`src/rtl/game_pkg.sv`:
```
// Shared definitions for the balloon-scope game: tuning constants, round state
// encoding, overlay colours and a small population-count helper.
package game_pkg;

  localparam int N_TGT          = 4;
  localparam int AMMO_INIT      = 8;
  localparam int ROUND_TICKS    = 300;
  localparam int COOLDOWN_TICKS = 5;
  localparam int FLASH_TICKS    = 2;

  typedef enum logic [1:0] {
    ST_IDLE = 2'd0,
    ST_PLAY = 2'd1,
    ST_WIN  = 2'd2,
    ST_OVER = 2'd3
  } game_state_e;

  // 12-bit RGB values consumed by the draw/colour mux.
  localparam logic [11:0] COL_SKY     = 12'h6AF;
  localparam logic [11:0] COL_BALLOON = 12'hF22;
  localparam logic [11:0] COL_FLASH   = 12'hFF8;

  function automatic logic [7:0] popcount(input logic [31:0] v);
    logic [7:0] n;
    n = '0;
    for (int i = 0; i < 32; i++) n = n + 8'(v[i]);
    return n;
  endfunction

endpackage

```
`src/rtl/tick_down_cnt.sv`:
```
// Loadable down-counter advanced by the game tick; stops at zero and never wraps.
// Used for the round timer, the shot cooldown and the muzzle-flash window.
module tick_down_cnt #(
  parameter int           W       = 4,
  parameter logic [W-1:0] RST_VAL = '0
) (
  input  logic         clk_20,
  input  logic         rst_n,
  input  logic         load,
  input  logic [W-1:0] load_val,
  input  logic         tick,
  output logic [W-1:0] count,
  output logic         zero
);

  logic [W-1:0] r_count;

  // NOTE: registers use non-blocking assignments so every flop samples pre-edge values.
  always_ff @(posedge clk_20 or negedge rst_n) begin
    if (!rst_n) begin
      r_count <= RST_VAL;
    end else if (load) begin
      r_count <= load_val;
    end else if (tick && (r_count != '0)) begin
      r_count <= r_count - W'(1);
    end
  end

  assign count = r_count;
  assign zero  = (r_count == '0);

endmodule

```
`src/rtl/game_round_ctrl.sv`:
```
// Round sequencer: gates fire edges into accepted shots, tracks ammo, score,
// popped balloons, round timer, cooldown and muzzle flash, and decides win/over.
module game_round_ctrl #(
  parameter int N_TGT          = game_pkg::N_TGT,
  parameter int AMMO_INIT      = game_pkg::AMMO_INIT,
  parameter int ROUND_TICKS    = game_pkg::ROUND_TICKS,
  parameter int COOLDOWN_TICKS = game_pkg::COOLDOWN_TICKS,
  parameter int FLASH_TICKS    = game_pkg::FLASH_TICKS
) (
  input  logic                             clk_20,
  input  logic                             rst_n,
  input  logic                             tick,
  input  logic                             start,
  input  logic                             fire_req,
  input  logic [N_TGT-1:0]                 hit_vec,
  output logic [1:0]                       state,
  output logic [$clog2(AMMO_INIT+1)-1:0]   ammo,
  output logic [7:0]                       score,
  output logic [$clog2(ROUND_TICKS+1)-1:0] time_left,
  output logic [N_TGT-1:0]                 hit_mask,
  output logic                             flash_en,
  output logic                             shot
);
  import game_pkg::*;

  localparam int AMMO_W = $clog2(AMMO_INIT + 1);
  localparam int TIME_W = $clog2(ROUND_TICKS + 1);
  localparam int CD_W   = $clog2(COOLDOWN_TICKS + 1);
  localparam int FL_W   = $clog2(FLASH_TICKS + 1);

  game_state_e       r_state;
  game_state_e       w_state_nxt;
  logic              r_start_prev, r_start_rise;
  logic              r_fire_prev, r_fire_rise;
  logic [AMMO_W-1:0] r_ammo;
  logic [7:0]        r_score;
  logic [N_TGT-1:0]  r_hit_mask;
  logic              r_shot;

  logic              w_play, w_reload, w_accept, w_tick_en;
  logic              w_time_zero, w_cd_zero, w_fl_zero;
  logic [TIME_W-1:0] w_time_count;
  logic [CD_W-1:0]   w_cd_count, w_cd_load_val;
  logic [FL_W-1:0]   w_fl_count, w_fl_load_val;
  logic [N_TGT-1:0]  w_new_hits;
  logic [8:0]        w_score_sum;
  logic              w_unused_cnt;

  assign w_play    = (r_state == ST_PLAY);
  assign w_reload  = r_start_rise && !w_play;
  assign w_accept  = w_play && r_fire_rise && (r_ammo != '0) && w_cd_zero;
  assign w_tick_en = w_play && tick;

  // Only balloons not already popped count towards the score.
  assign w_new_hits  = hit_vec & ~r_hit_mask;
  assign w_score_sum = {1'b0, r_score} + {1'b0, popcount(32'(w_new_hits))};

  // A fresh shot reloads the windows; a round (re)start clears them.
  assign w_cd_load_val = w_accept ? CD_W'(COOLDOWN_TICKS) : '0;
  assign w_fl_load_val = w_accept ? FL_W'(FLASH_TICKS) : '0;

  // Cooldown and flash are only needed as zero flags.
  assign w_unused_cnt = ^{w_cd_count, w_fl_count};

  tick_down_cnt #(.W(TIME_W), .RST_VAL(TIME_W'(ROUND_TICKS))) u_time_cnt (
    .clk_20(clk_20), .rst_n(rst_n), .load(w_reload), .load_val(TIME_W'(ROUND_TICKS)),
    .tick(w_tick_en), .count(w_time_count), .zero(w_time_zero)
  );

  tick_down_cnt #(.W(CD_W), .RST_VAL('0)) u_cooldown_cnt (
    .clk_20(clk_20), .rst_n(rst_n), .load(w_reload || w_accept), .load_val(w_cd_load_val),
    .tick(w_tick_en), .count(w_cd_count), .zero(w_cd_zero)
  );

  tick_down_cnt #(.W(FL_W), .RST_VAL('0)) u_flash_cnt (
    .clk_20(clk_20), .rst_n(rst_n), .load(w_reload || w_accept), .load_val(w_fl_load_val),
    .tick(w_tick_en), .count(w_fl_count), .zero(w_fl_zero)
  );

  always_ff @(posedge clk_20 or negedge rst_n) begin
    if (!rst_n) begin
      r_start_prev <= 1'b0;
      r_start_rise <= 1'b0;
      r_fire_prev  <= 1'b0;
      r_fire_rise  <= 1'b0;
    end else begin
      r_start_prev <= start;
      r_start_rise <= start && !r_start_prev;
      r_fire_prev  <= fire_req;
      r_fire_rise  <= fire_req && !r_fire_prev;
    end
  end

  always_ff @(posedge clk_20 or negedge rst_n) begin
    if (!rst_n) begin
      r_ammo     <= AMMO_W'(AMMO_INIT);
      r_score    <= '0;
      r_hit_mask <= '0;
      r_shot     <= 1'b0;
    end else begin
      r_shot <= w_accept;
      if (w_reload) begin
        r_ammo     <= AMMO_W'(AMMO_INIT);
        r_score    <= '0;
        r_hit_mask <= '0;
      end else if (w_accept) begin
        r_ammo     <= r_ammo - AMMO_W'(1);
        r_score    <= w_score_sum[8] ? 8'hFF : w_score_sum[7:0];
        r_hit_mask <= r_hit_mask | hit_vec;
      end
    end
  end

  always_ff @(posedge clk_20 or negedge rst_n) begin
    if (!rst_n) r_state <= ST_IDLE;
    else        r_state <= w_state_nxt;
  end

  always_comb begin
    // NOTE: default assignment first so no path leaves w_state_nxt unassigned (no latch).
    w_state_nxt = r_state;
    case (r_state)
      ST_IDLE, ST_WIN, ST_OVER: if (r_start_rise) w_state_nxt = ST_PLAY;
      ST_PLAY: begin
        if (&r_hit_mask)                      w_state_nxt = ST_WIN;
        else if (w_time_zero)                 w_state_nxt = ST_OVER;
        else if ((r_ammo == '0) && w_fl_zero) w_state_nxt = ST_OVER;
      end
      default: w_state_nxt = ST_IDLE;
    endcase
  end

  always_comb begin
    state     = r_state;
    ammo      = r_ammo;
    score     = r_score;
    time_left = w_time_count;
    hit_mask  = r_hit_mask;
    shot      = r_shot;
    flash_en  = w_play && !w_fl_zero;
  end

endmodule

```
`config.mk`:
```
export PLATFORM = sky130hd
export DESIGN_NAME = game_round_ctrl
export DESIGN_NICKNAME = d
export VERILOG_FILES = /design/src/rtl/game_pkg.sv /design/src/rtl/tick_down_cnt.sv /design/src/rtl/game_round_ctrl.sv
export SDC_FILE = /design/constraint.sdc
export NUM_CORES = 1
export LEC_CHECK = 0
export CORE_MARGIN = 1
export CORE_UTILIZATION = 55
export DETAILED_ROUTE_END_ITERATION = 6
export PLACE_DENSITY_LB_ADDON = 0.3
export REMOVE_ABC_BUFFERS = 1
export SYNTH_ARGS = -nofsm -noshare
export SYNTH_HDL_FRONTEND = slang
export SYNTH_SLANG_ARGS = --single-unit
```
`constraint.sdc`:
```
create_clock -name clk_20 -period 6.5 [get_ports clk_20]
set_clock_uncertainty 0.15 [all_clocks]
set_input_delay 1.95 -clock clk_20 [delete_from_list [all_inputs] [get_ports clk_20]]
set_output_delay 1.95 -clock clk_20 [all_outputs]
set_load 0.02 [all_outputs]
```
==> After elaboration in Yosys (flattened, before gate mapping) <==
Cells that the tools add are included.
{ "classes": {"n_addsub": 8, "eq_ne": 5, "muxes": 20, "bitwise_logic": 3, "n_reduce_logical": 33} }
{ "op_table": {"columns": ["op", "n"], "rows": [
  ["2-to-1 mux 8 bit", 3],
  ["2-to-1 mux 9 bit", 2],
  ["2-to-1 mux 4 bit", 4],
  ["2-to-1 mux 2 bit", 7],
  ["logical AND 1 bit", 12],
  ["nonzero test 2 bit", 5],
  ["adder 8 x 4 -> 9 bit", 1],
  ["zero test 9 bit", 1],
  ["2-to-1 mux 3 bit", 3],
  ["nonzero test 9 bit", 1],
  ["subtractor 9 x 1 -> 9 bit, second input constant", 1],
  ["adder 3 x 1 -> 4 bit", 1],
  ["AND 4 bit", 1],
  ["equality test 2 bit, second input constant", 2],
  ["zero test 1 bit", 4],
  ["zero test 2 bit", 2],
  ["zero test 4 bit", 1],
  ["inequality test 4 x 1 -> 1 bit, second input constant", 1],
  ["NOT 4 bit", 1],
  ["bitwise OR 4 bit", 1],
  ["one-hot mux 2 bit (2 select lines)", 1],
  ["AND reduction 4 bit", 1],
  ["nonzero test 4 bit", 1],
  ["subtractor 4 x 1 -> 4 bit, second input constant", 1],
  ["11 further kinds", 11]
]} }
{ "word_totals": {"regBits": 37, "in_bits": 9, "out_inout_bits": 29, "wordCells": 81} }

==> Longest topological paths before layout <==
Gate-level depths: netlist (run 1).
{ "depth": {"ltp_word": 9, "mapped_depth": 9, "mapped_depth_nobuf": 9} }

==> Hierarchy <==
From an unflattened synthesis (run 1), not the netlist that was laid out.
{ "unflattened": {"cells_unflattened": 218, "hier_area_um2": 2115.8} }
{ "by_module_without_submodules": {"columns": ["module", "n_inst", "cells_per_inst", "area_per_inst_um2", "seq_area_each_um2"], "rows": [
  ["game_round_ctrl", 1, 111, 1163.6, 576.8],
  ["tick_down_cnt (u_time_cnt)", 1, 75, 629.4, 230.2],
  ["tick_down_cnt (u_cooldown_cnt)", 1, 19, 190.2, 75.1],
  ["tick_down_cnt (u_flash_cnt)", 1, 13, 132.6, 50.0]
]} }

==> Least setup slack after synthesis (run 1) <==
OpenSTA, ideal clock, no wires.
{ "synth_timing": {"kind": "input-to-reg", "start": "input hit_vec[0]", "end": "register r_score[3], in the netlist score[3]", "setup_time_ns": 0.120, "t_arrival_ns": 3.780, "required_ns": 6.230, "path_slack_ns": 2.450, "stages": 9, "path_buffers": 0, "cell_sequence": "nand2b_1 fa_1 fa_1 inv_1 fa_1 and4_1 nand2b_1 nand2_1 o211a_1"} }
{ "synth_between": {"elab_chain_len": 8} }
{ "synth_lines": {"columns": ["element", "line_no", "rtl"], "rows": [
  ["start, declared", "game_round_ctrl.sv:15", "input logic [N_TGT-1:0] hit_vec,"],
  ["AND 4 bit", "game_round_ctrl.sv:55", "assign w_new_hits = hit_vec & ~r_hit_mask;"],
  ["adder 1 x 1 -> 2 bit", "game_pkg.sv:26", "for (int i = 0; i < 32; i++) n = n + 8'(v[i]);"],
  ["adder 2 x 1 -> 3 bit", "game_pkg.sv:26", null],
  ["adder 3 x 1 -> 4 bit", "game_pkg.sv:26", null],
  ["adder 8 x 4 -> 9 bit", "game_round_ctrl.sv:56", "assign w_score_sum = {1'b0, r_score} + {1'b0, popcount(32'(w_new_hits))};"],
  ["2-to-1 mux 8 bit", "game_round_ctrl.sv:108", "r_score <= w_score_sum[8] ? 8'hFF : w_score_sum[7:0];"],
  ["2-to-1 mux 8 bit", "game_round_ctrl.sv:106", "end else if (w_accept) begin"],
  ["2-to-1 mux 8 bit", "game_round_ctrl.sv:102", "if (w_reload) begin"],
  ["end signal, assigned", "game_round_ctrl.sv:108", null],
  ["end, declared", "game_round_ctrl.sv:36", "logic [7:0] r_score;"]
]} }
Every way passes these cells. The select of a mux whose other input is x is not followed.
A chain may end at the register's enable or synchronous reset.

==> Worst setup path after layout (run 1) <==
Same ends and word-level chain as after synthesis.

==> results of run 1 <==
-- power breakdown --
part / internal [mW] / switching, mW
sequential: 0.321 / 0.0848
combinational: 0.252 / 0.275
clock: 0.0412 / 0.0745
-- routing by layer --
metal	track usage [%]	vias to the layer above	part of all wire (%)
met3	6.18	6	3.9
met5	0	-	0
met1	29.7	768	43
met2	45.4	40	52
met4	9.74	0	1.2
li1	-	731	-
-- worst reg2reg max path, delay by kind of cell, from the launching register on --
| family | cells | cell delay (ns) |
|---|---|---|
| AOI/OAI and AO/OA | 1 | 0.21 |
| adders and majority gates | 3 | 1.17 |
| buffers and inverters | 1 | 0.06 |
| DFF | 1 | 0.43 |
| and+or+nand+nor | 4 | 0.65 |
-- stage by stage --
step,setup WS (ns),instances,util [%]
after floorplan,2.45,180,-
after global placement,1.88,262,72.9
after detailed placement,1.76,262,72.9
after CTS,2.14,270,74.5
after global routing,1.97,270,74.5
final,2.14,270,74.5
-- flip-flops by register name, indices dropped and copies added, names as in the netlist, 2 cells and up --
signal / count
state: 2
score: 8
ammo: 4
hit_mask: 4
u_flash_cnt.count: 2
u_cooldown_cnt.count: 3
u_time_cnt.count: 9
-- final timing paths --
| kind | start | end | depth (start not counted) |
|---|---|---|---|
| worst max-delay path | hit_vec[0] | score[3] | 10 |
| max in group asynchronous | rst_n | u_time_cnt.count[5] | 2 |
| worst max register to register | hit_mask[0] | score[3] | 9 |
| min in group asynchronous | rst_n | u_time_cnt.count[1] | 2 |
| worst min register to register | r_start_prev | r_start_rise | 1 |
| worst min-delay path | r_start_prev | r_start_rise | 1 |
-- layout make-up --
type	instances	area share, %
timing repair buffer	38	16.1
clock buffer	6	1.76
clock inverter	2	0.426
sequential	37	39.7
tap	44	2.34
inverter	18	2.88
multi-input combinational	125	36.8
-- synthesized netlist by cell type (3+ instances only) --
master | count | area share [%]
sky130_fd_sc_hd__o21ai_0 | 13 | 3.4
sky130_fd_sc_hd__dfstp_2 | 5 | 6.9
sky130_fd_sc_hd__fa_1 | 3 | 3.2
sky130_fd_sc_hd__inv_1 | 17 | 3.4
sky130_fd_sc_hd__nand2b_1 | 6 | 2.0
sky130_fd_sc_hd__ha_1 | 6 | 4.0
sky130_fd_sc_hd__nor2_1 | 7 | 1.4
sky130_fd_sc_hd__dfrtp_1 | 32 | 42
sky130_fd_sc_hd__mux2i_1 | 5 | 2.6
sky130_fd_sc_hd__a21oi_1 | 8 | 2.1
sky130_fd_sc_hd__a31oi_1 | 4 | 1.3
sky130_fd_sc_hd__and3_1 | 3 | 0.99
sky130_fd_sc_hd__nor3_1 | 4 | 1.1
sky130_fd_sc_hd__nand2_1 | 17 | 3.4
sky130_fd_sc_hd__nand3_1 | 7 | 1.8
sky130_fd_sc_hd__a311oi_1 | 3 | 1.4
sky130_fd_sc_hd__nor2b_1 | 3 | 0.99
sky130_fd_sc_hd__a22o_1 | 3 | 1.4
sky130_fd_sc_hd__clkbuf_1 | 3 | 0.59
-- kinds of logic after synthesis --
family | Yosys count | synth area share (%)
muxes | 6 | 3.23
buffers and inverters | 23 | 5.15
DFF | 37 | 49.2
xor gates and xnor gates | 3 | 1.39
AOI/OAI and AO/OA | 40 | 13.6
and+or+nand+nor | 67 | 20.3
adders and majority gates | 9 | 7.13
-- cells in the final DEF (no fill, tap or decap), drive strengths merged, types with 3 or more instances in the layout --
master / instances
clkdlybuf4s50: 37
dfrtp: 32
inv: 17
nand2: 17
o21ai: 13
a21oi: 8
nor2: 7
nand3: 7
nand2b: 7
ha: 6
clkbuf: 6
mux2i: 5
dfstp: 5
nor3: 4
a31oi: 4
nor2b: 3
and3: 3
a311oi: 3
a22o: 3
fa: 3
clkinv: 3
==> results by stage, run 1 <==
Run status:
- The flow ran to the end, and the final reports show no timing, DRC or antenna violations.

Critical path:
- The critical path goes through clkdlybuf4s50_1 -> nand2b_1 -> fa_1 -> fa_1 -> inv_1 -> fa_1 -> and4_1 -> nand2b_1 -> nand2_1 -> o211a_1.
- The type of the worst setup path is input port to register.
- For this run, the slowest stage of the critical path takes 0.54 ns.
- The data arrival time of the critical path is 4.44 ns.
- The worst setup path is launched from an input port.
- For the worst setup path, the data required time is 6.59 ns.
- The internal reg-to-reg setup slack is 3.74 ns.
- The number of buffers and inverters on the critical path is 2.
- The cell at the slowest stage of the critical path is sky130_fd_sc_hd__fa_1.
- Along the worst path, the maximum fanout reaches 5.
- Among cell families on the critical path, the largest total delay comes from adder cells.
- STA classifies the critical path endpoint as a register.
- The most numerous cell type found on the critical path is sky130_fd_sc_hd__fa_1.

Timing:
- The minimum clock period is 4.36 ns.
- Setup repair after global routing left no endpoint under its margin.
- In the final timing run, aggregate negative setup slack is 0 ns.
- The hold violation count in the final report is 0.
- The timing-limited maximum frequency is 230 MHz.
- The number of setup violations in the final report is 0.
- The normalized max-slew margin is 53.3%.
- After layout, the worst path uses 67.0% of the clock period.
- For the pin with the worst max-slew slack, the measured transition is 0.699 ns.
- On the final layout, the worst hold slack is 0.247 ns.
- The number of max-slew violations in the final report is 0.

Logic synthesis:
- The register bit count reported by yosys is 37.
- The count of flip-flops with a built-in enable after synthesis is 0.
- The number of standard cells after synthesis is 185.
- For this run, asynchronously set or reset flops after synthesis account for 100%.
- The area of the mapped netlist is 0.00190 mm2.
- Summing the sequential cell areas from Yosys gives 49.2% of the chip area.
- The average cell area after synthesis is 10.2 um2.
- After synthesis, the netlist uses 49 different library cells.
- For this run, the leading register cell type out of synthesis is sky130_fd_sc_hd__dfrtp_1.
- Yosys printed 0 warnings.

Flow run:
- The number of max-capacitance violations reported is 0.

Clock network:
- TritonCTS built the clock tree.
- For the worst-skew pair, the clock arrives at the later sink with an insertion delay of 0.34 ns.
- The clock edge transition at the registers on the reported setup and hold paths is 0.11 ns.
- The H-tree generated during clock tree synthesis spans 2 levels.
- The number of clock sinks seen by CTS is 37.
- The number of clock buffers added by TritonCTS is 5.
- The maximum clock path buffer count is 2.
- The total of cells resized after clock tree synthesis is 0.
- The tree is rooted in a sky130_fd_sc_hd__clkbuf_4.
- The number of hold buffers added after CTS is 0.
- The number of setup buffers added after CTS is 0.

Drt:
- Once detail routing completed, the nets flagged for antenna violations numbered 0.
- The detailed router's first-iteration violation count is 119.
- The average detailed-routed wire length per instance is 14.7 um.
- The vias per cell is 5.72.
- For this block, the routed nets add up to 3960 um of wire.
- The total via count after detailed routing is 1545.
- For this run, design rule violations remaining after detail routing come to 0.
- The total iterations of the first detailed-routing run is 4.

Die:
- The die covers 0.00369 mm2.
- The number of placed I/O pins is 38.
- The height of the chip is 60.7 um.
- For this configuration, the core starts out at a cell density of 60.1%.
- The core footprint is 0.00315 mm2.
- The die boundary width is 60.7 um.
- Row generation in the floorplan step produced 20 rows.

Placed design:
- During placement, the flow inserted port buffers numbering 37.
- The placer congestion estimate is 0.854.
- Detailed placement finished with a half-perimeter wire length of 2910 um.
- The placed instance area is 0.00230 mm2.

Global routing:
- Entering global routing, the biggest net connects 38 pins.
- The via count of the first global-routing pass is 1570.
- The number of antenna violations at the first check in global routing is 0.
- The sum of overflow across all layers after global routing is 0.
- Global routing consumed, over all layers together, 25.5% of the routing resources.
- The first-pass GRT wire length is 6780 um.

Power and ir drop:
- The static leakage power is 1.03 nW.
- The cell area power density is 446 mW/mm2.
- Total power for the finished layout comes to 1.05 mW.
- The maximum vdd drop is 0.000242 V.

Layout:
- After the last flow step, the layout net total stands at 243.
- The post-layout instance area is 0.00235 mm2.
- Summing all flip-flop and latch instances after layout gives 932 um2.
- Summing all multi-input logic gate instances after layout gives 866 um2.
- The number of antenna diodes in the final layout is 0.
- The filler cells instantiated in the layout total 238.
- From synthesis to final layout, the design area changed by 24.0%.
- Of the cells placed in the final design, the portion with a size suffix greater than 1 is 7.96%.

Hold path:
- The worst hold path belongs to the class register to register.
Note: power is estimated with default switching activity, not from simulation.
==> run 2, diff against run 1 <==
--- a/config.mk
+++ b/config.mk
@@ -6,7 +6,7 @@
 export NUM_CORES = 1
 export LEC_CHECK = 0
 export CORE_MARGIN = 1
-export CORE_UTILIZATION = 55
+export CORE_UTILIZATION = 51
 export DETAILED_ROUTE_END_ITERATION = 6
 export PLACE_DENSITY_LB_ADDON = 0.3
 export REMOVE_ABC_BUFFERS = 1
==> constraint.sdc (replaced) <==
create_clock -name clk_20 -period 4.3 [get_ports clk_20]
set_clock_uncertainty 0.15 [all_clocks]
set_input_delay 1.29 -clock clk_20 [delete_from_list [all_inputs] [get_ports clk_20]]
set_output_delay 1.29 -clock clk_20 [all_outputs]
set_load 0.02 [all_outputs]
==> run 2 against run 1 <==
Flip-flop and latch count stayed put. Non-clock buffer count unchanged. Design area rose by 1.8%. Total power increased by 58%. Wire length increased by 3.6%. Clock power grew 110%. Die area increased by 7.6%. Via count shrank 0.45%.
==> results by stage, run 2 (synthesized netlist as in run 1, its figures left out) <==
Run status:
- The run finished with clean final reports.

Timing:
- The number of max-slew violations in the final report came to 0.
- Static timing analysis puts the maximum clock frequency at 266 MHz.
- The hold violation count in the final report came to 0.
- The normalized max-slew margin is 54.8%.
- Setup violations remaining at the end of the flow were counted as 0.
- The worst hold slack after final layout is 0.249 ns.
- The minimum clock period is 3.76 ns.
- The total negative slack is 0 ns.
- At the pin with the least slew margin, the transition time is 0.676 ns.
- After layout, the worst path uses 87.4% of the clock period.
- Setup repair after global routing left no endpoint under its margin.

Placed design:
- At the end of routability-driven placement, the weighted congestion stood at 0.843.
- The half-perimeter wire length of the detailed placement result is 2890 um.
- Input and output buffers added on the ports amount to 37.

Clock network:
- The number of clock sinks seen by CTS is 37.
- The maximum clock path buffer count is 2.
- After clock tree synthesis, the flow added hold-fix buffers numbering 0.
- The cell at the root of the clock tree is sky130_fd_sc_hd__clkbuf_8.
- The clock latency of the later-clocked register in the worst-skew pair is 0.29 ns.
- Post-CTS repair changed the size of 0 cells.
- In this run the number of H-tree levels came out at 2.
- The clock tree from TritonCTS is done.
- The clock edge transition at the registers on the reported setup and hold paths is 0.07 ns.
- Once the clock tree was built, the setup fixing pass inserted 0 buffers.
- The number of buffers added by the clock tree synthesis step is 5.

Drt:
- The vias per cell is 5.65.
- Dividing the detail-routed wire length by the instance count gives 15.1 um.
- In this run, the number of DRC markers left after iteration 0 of detailed routing was 131.
- The total DRC errors in the routed layout is 0.
- The total via count after detailed routing is 1538.
- Wires add up to 4100 um.
- The remaining number of nets flagged by the antenna check after routing is 0.
- The total iterations of the first detailed-routing run is 4.

Power and ir drop:
- The static leakage power is 1.05 nW.
- The cell area power density is 691 mW/mm2.
- The maximum vdd drop is 0.000379 V.

Die:
- The core footprint is 0.00344 mm2.
- The number of placed I/O pins is 38.
- In this run the vertical extent of the chip is 63.0 um.
- The floorplan has 21 rows.
- The die boundary width is 63.0 um.
- Once the floorplan was initialized, standard cells occupied 55.1% of the core.
- The floorplan step defined a die boundary enclosing 0.00396 mm2.

Layout:
- The total number of nets in the final design is 243.
- Relative to the synthesized area, the layout overhead comes to 26.1%.
- The count of fill cells added during filler insertion is 271.
- The top cell types in the final layout, fill and taps aside, are sky130_fd_sc_hd__clkdlybuf4s50_1 (37), sky130_fd_sc_hd__dfrtp_1 (32), sky130_fd_sc_hd__inv_1 (17), sky130_fd_sc_hd__nand2_1 (17), sky130_fd_sc_hd__o21ai_0 (13).
- The library cell used most frequently in the layout, excluding fill and tap cells, is sky130_fd_sc_hd__clkdlybuf4s50_1.
- The fraction of final layout cells sized beyond drive strength 1 is 7.52%.
- The total area of multi-input combinational cells is 866 um2.
- The register with the most flip-flops in the layout has 9 of them.
- The sequential cells in the finished layout cover a total of 932 um2.
- 0 antenna diodes ended up in the layout.

Hold path:
- The worst min-delay path class is register to register.

Critical path:
- The data arrival time of the critical path is 3.78 ns.
- The worst setup path is captured at a register.
- Along the worst path, the maximum fanout reaches 5.
- The worst endpoint required time is 4.33 ns.
- The type of the worst setup path is input port to register.
- The worst setup path is launched from an input port.

Global routing:
- The via count of the first global-routing pass is 1541.
- Global routing used 23.1% of the available tracks across all layers.
- The number of antenna violations at the first check in global routing is 0.
- The sum of overflow across all layers after global routing is 0.
- The first global-routing pass estimated 7000 um of wire.
- The maximum number of pins on one net before global-route repair is 38.

Flow run:
- The tool flagged a number of max-cap violations equal to 0.
==> run 2: cell count changes in the layout (fill, tap and decap cells not counted), sizes merged <==
cell / change
clkbuf: +2
clkinv: -2
==> run 2: worst paths after layout <==
kind / depth (start not counted) / end / slack [ns] / start
min reg2reg: 1 / r_start_rise / 0.25 / r_start_prev
min in group asynchronous: 2 / u_time_cnt.count[0] / 1.27 / rst_n
max reg2reg: 9 / score[3] / 1.50 / hit_mask[0]
min: 1 / r_start_rise / 0.25 / r_start_prev
max: 10 / score[3] / 0.54 / hit_vec[0]
max in group asynchronous: 2 / u_time_cnt.count[5] / 2.38 / rst_n
==> run 2: where the power goes <==
group	internal [mW]	total, mW	switching, mW
logic	0.377	0.787	0.409
clock network	0.131	0.249	0.118
registers	0.486	0.616	0.130
total	0.994	1.65	0.657
==> run 2: through the flow <==
stage	worst slack, ns	power (mW)	cells	util, %	area, um2
after floorplan	0.910	1.08	180	-	1870
after global placement	0.344	1.37	264	66.8	2300
after detailed placement	0.231	1.40	264	66.8	2300
after CTS	0.547	1.66	272	69.5	2390
after global routing	0.431	1.78	272	69.5	2390
final	0.542	1.65	272	69.5	2390
==> run 2: critical path: stages <==
cell,delay [ns]
sky130_fd_sc_hd__clkdlybuf4s50_1,0.47
sky130_fd_sc_hd__nand2b_1,0.08
sky130_fd_sc_hd__fa_1,0.55
sky130_fd_sc_hd__fa_1,0.20
sky130_fd_sc_hd__inv_1,0.06
sky130_fd_sc_hd__fa_1,0.43
sky130_fd_sc_hd__and4_1,0.25
sky130_fd_sc_hd__nand2b_1,0.17
sky130_fd_sc_hd__nand2_1,0.08
sky130_fd_sc_hd__o211a_1,0.20
==> run 2: layout make-up <==
type	instances	share of cell area, %
flip-flops and latches	37	39.0
well taps	46	2.41
repair buffers	38	15.8
multi-input cells	125	36.2
clock buffers	8	3.77
inverters	18	2.83
==> run 2: per-layer routing <==
layer	up-vias	routed length [um]	part of all wire, %	track usage (%)
met5	-	0	0	0
met4	0	116	2.8	11.0
met3	12	187	4.6	5.29
met2	53	1990	49	39.4
met1	740	1810	44	27.2
li1	733	-	-	-
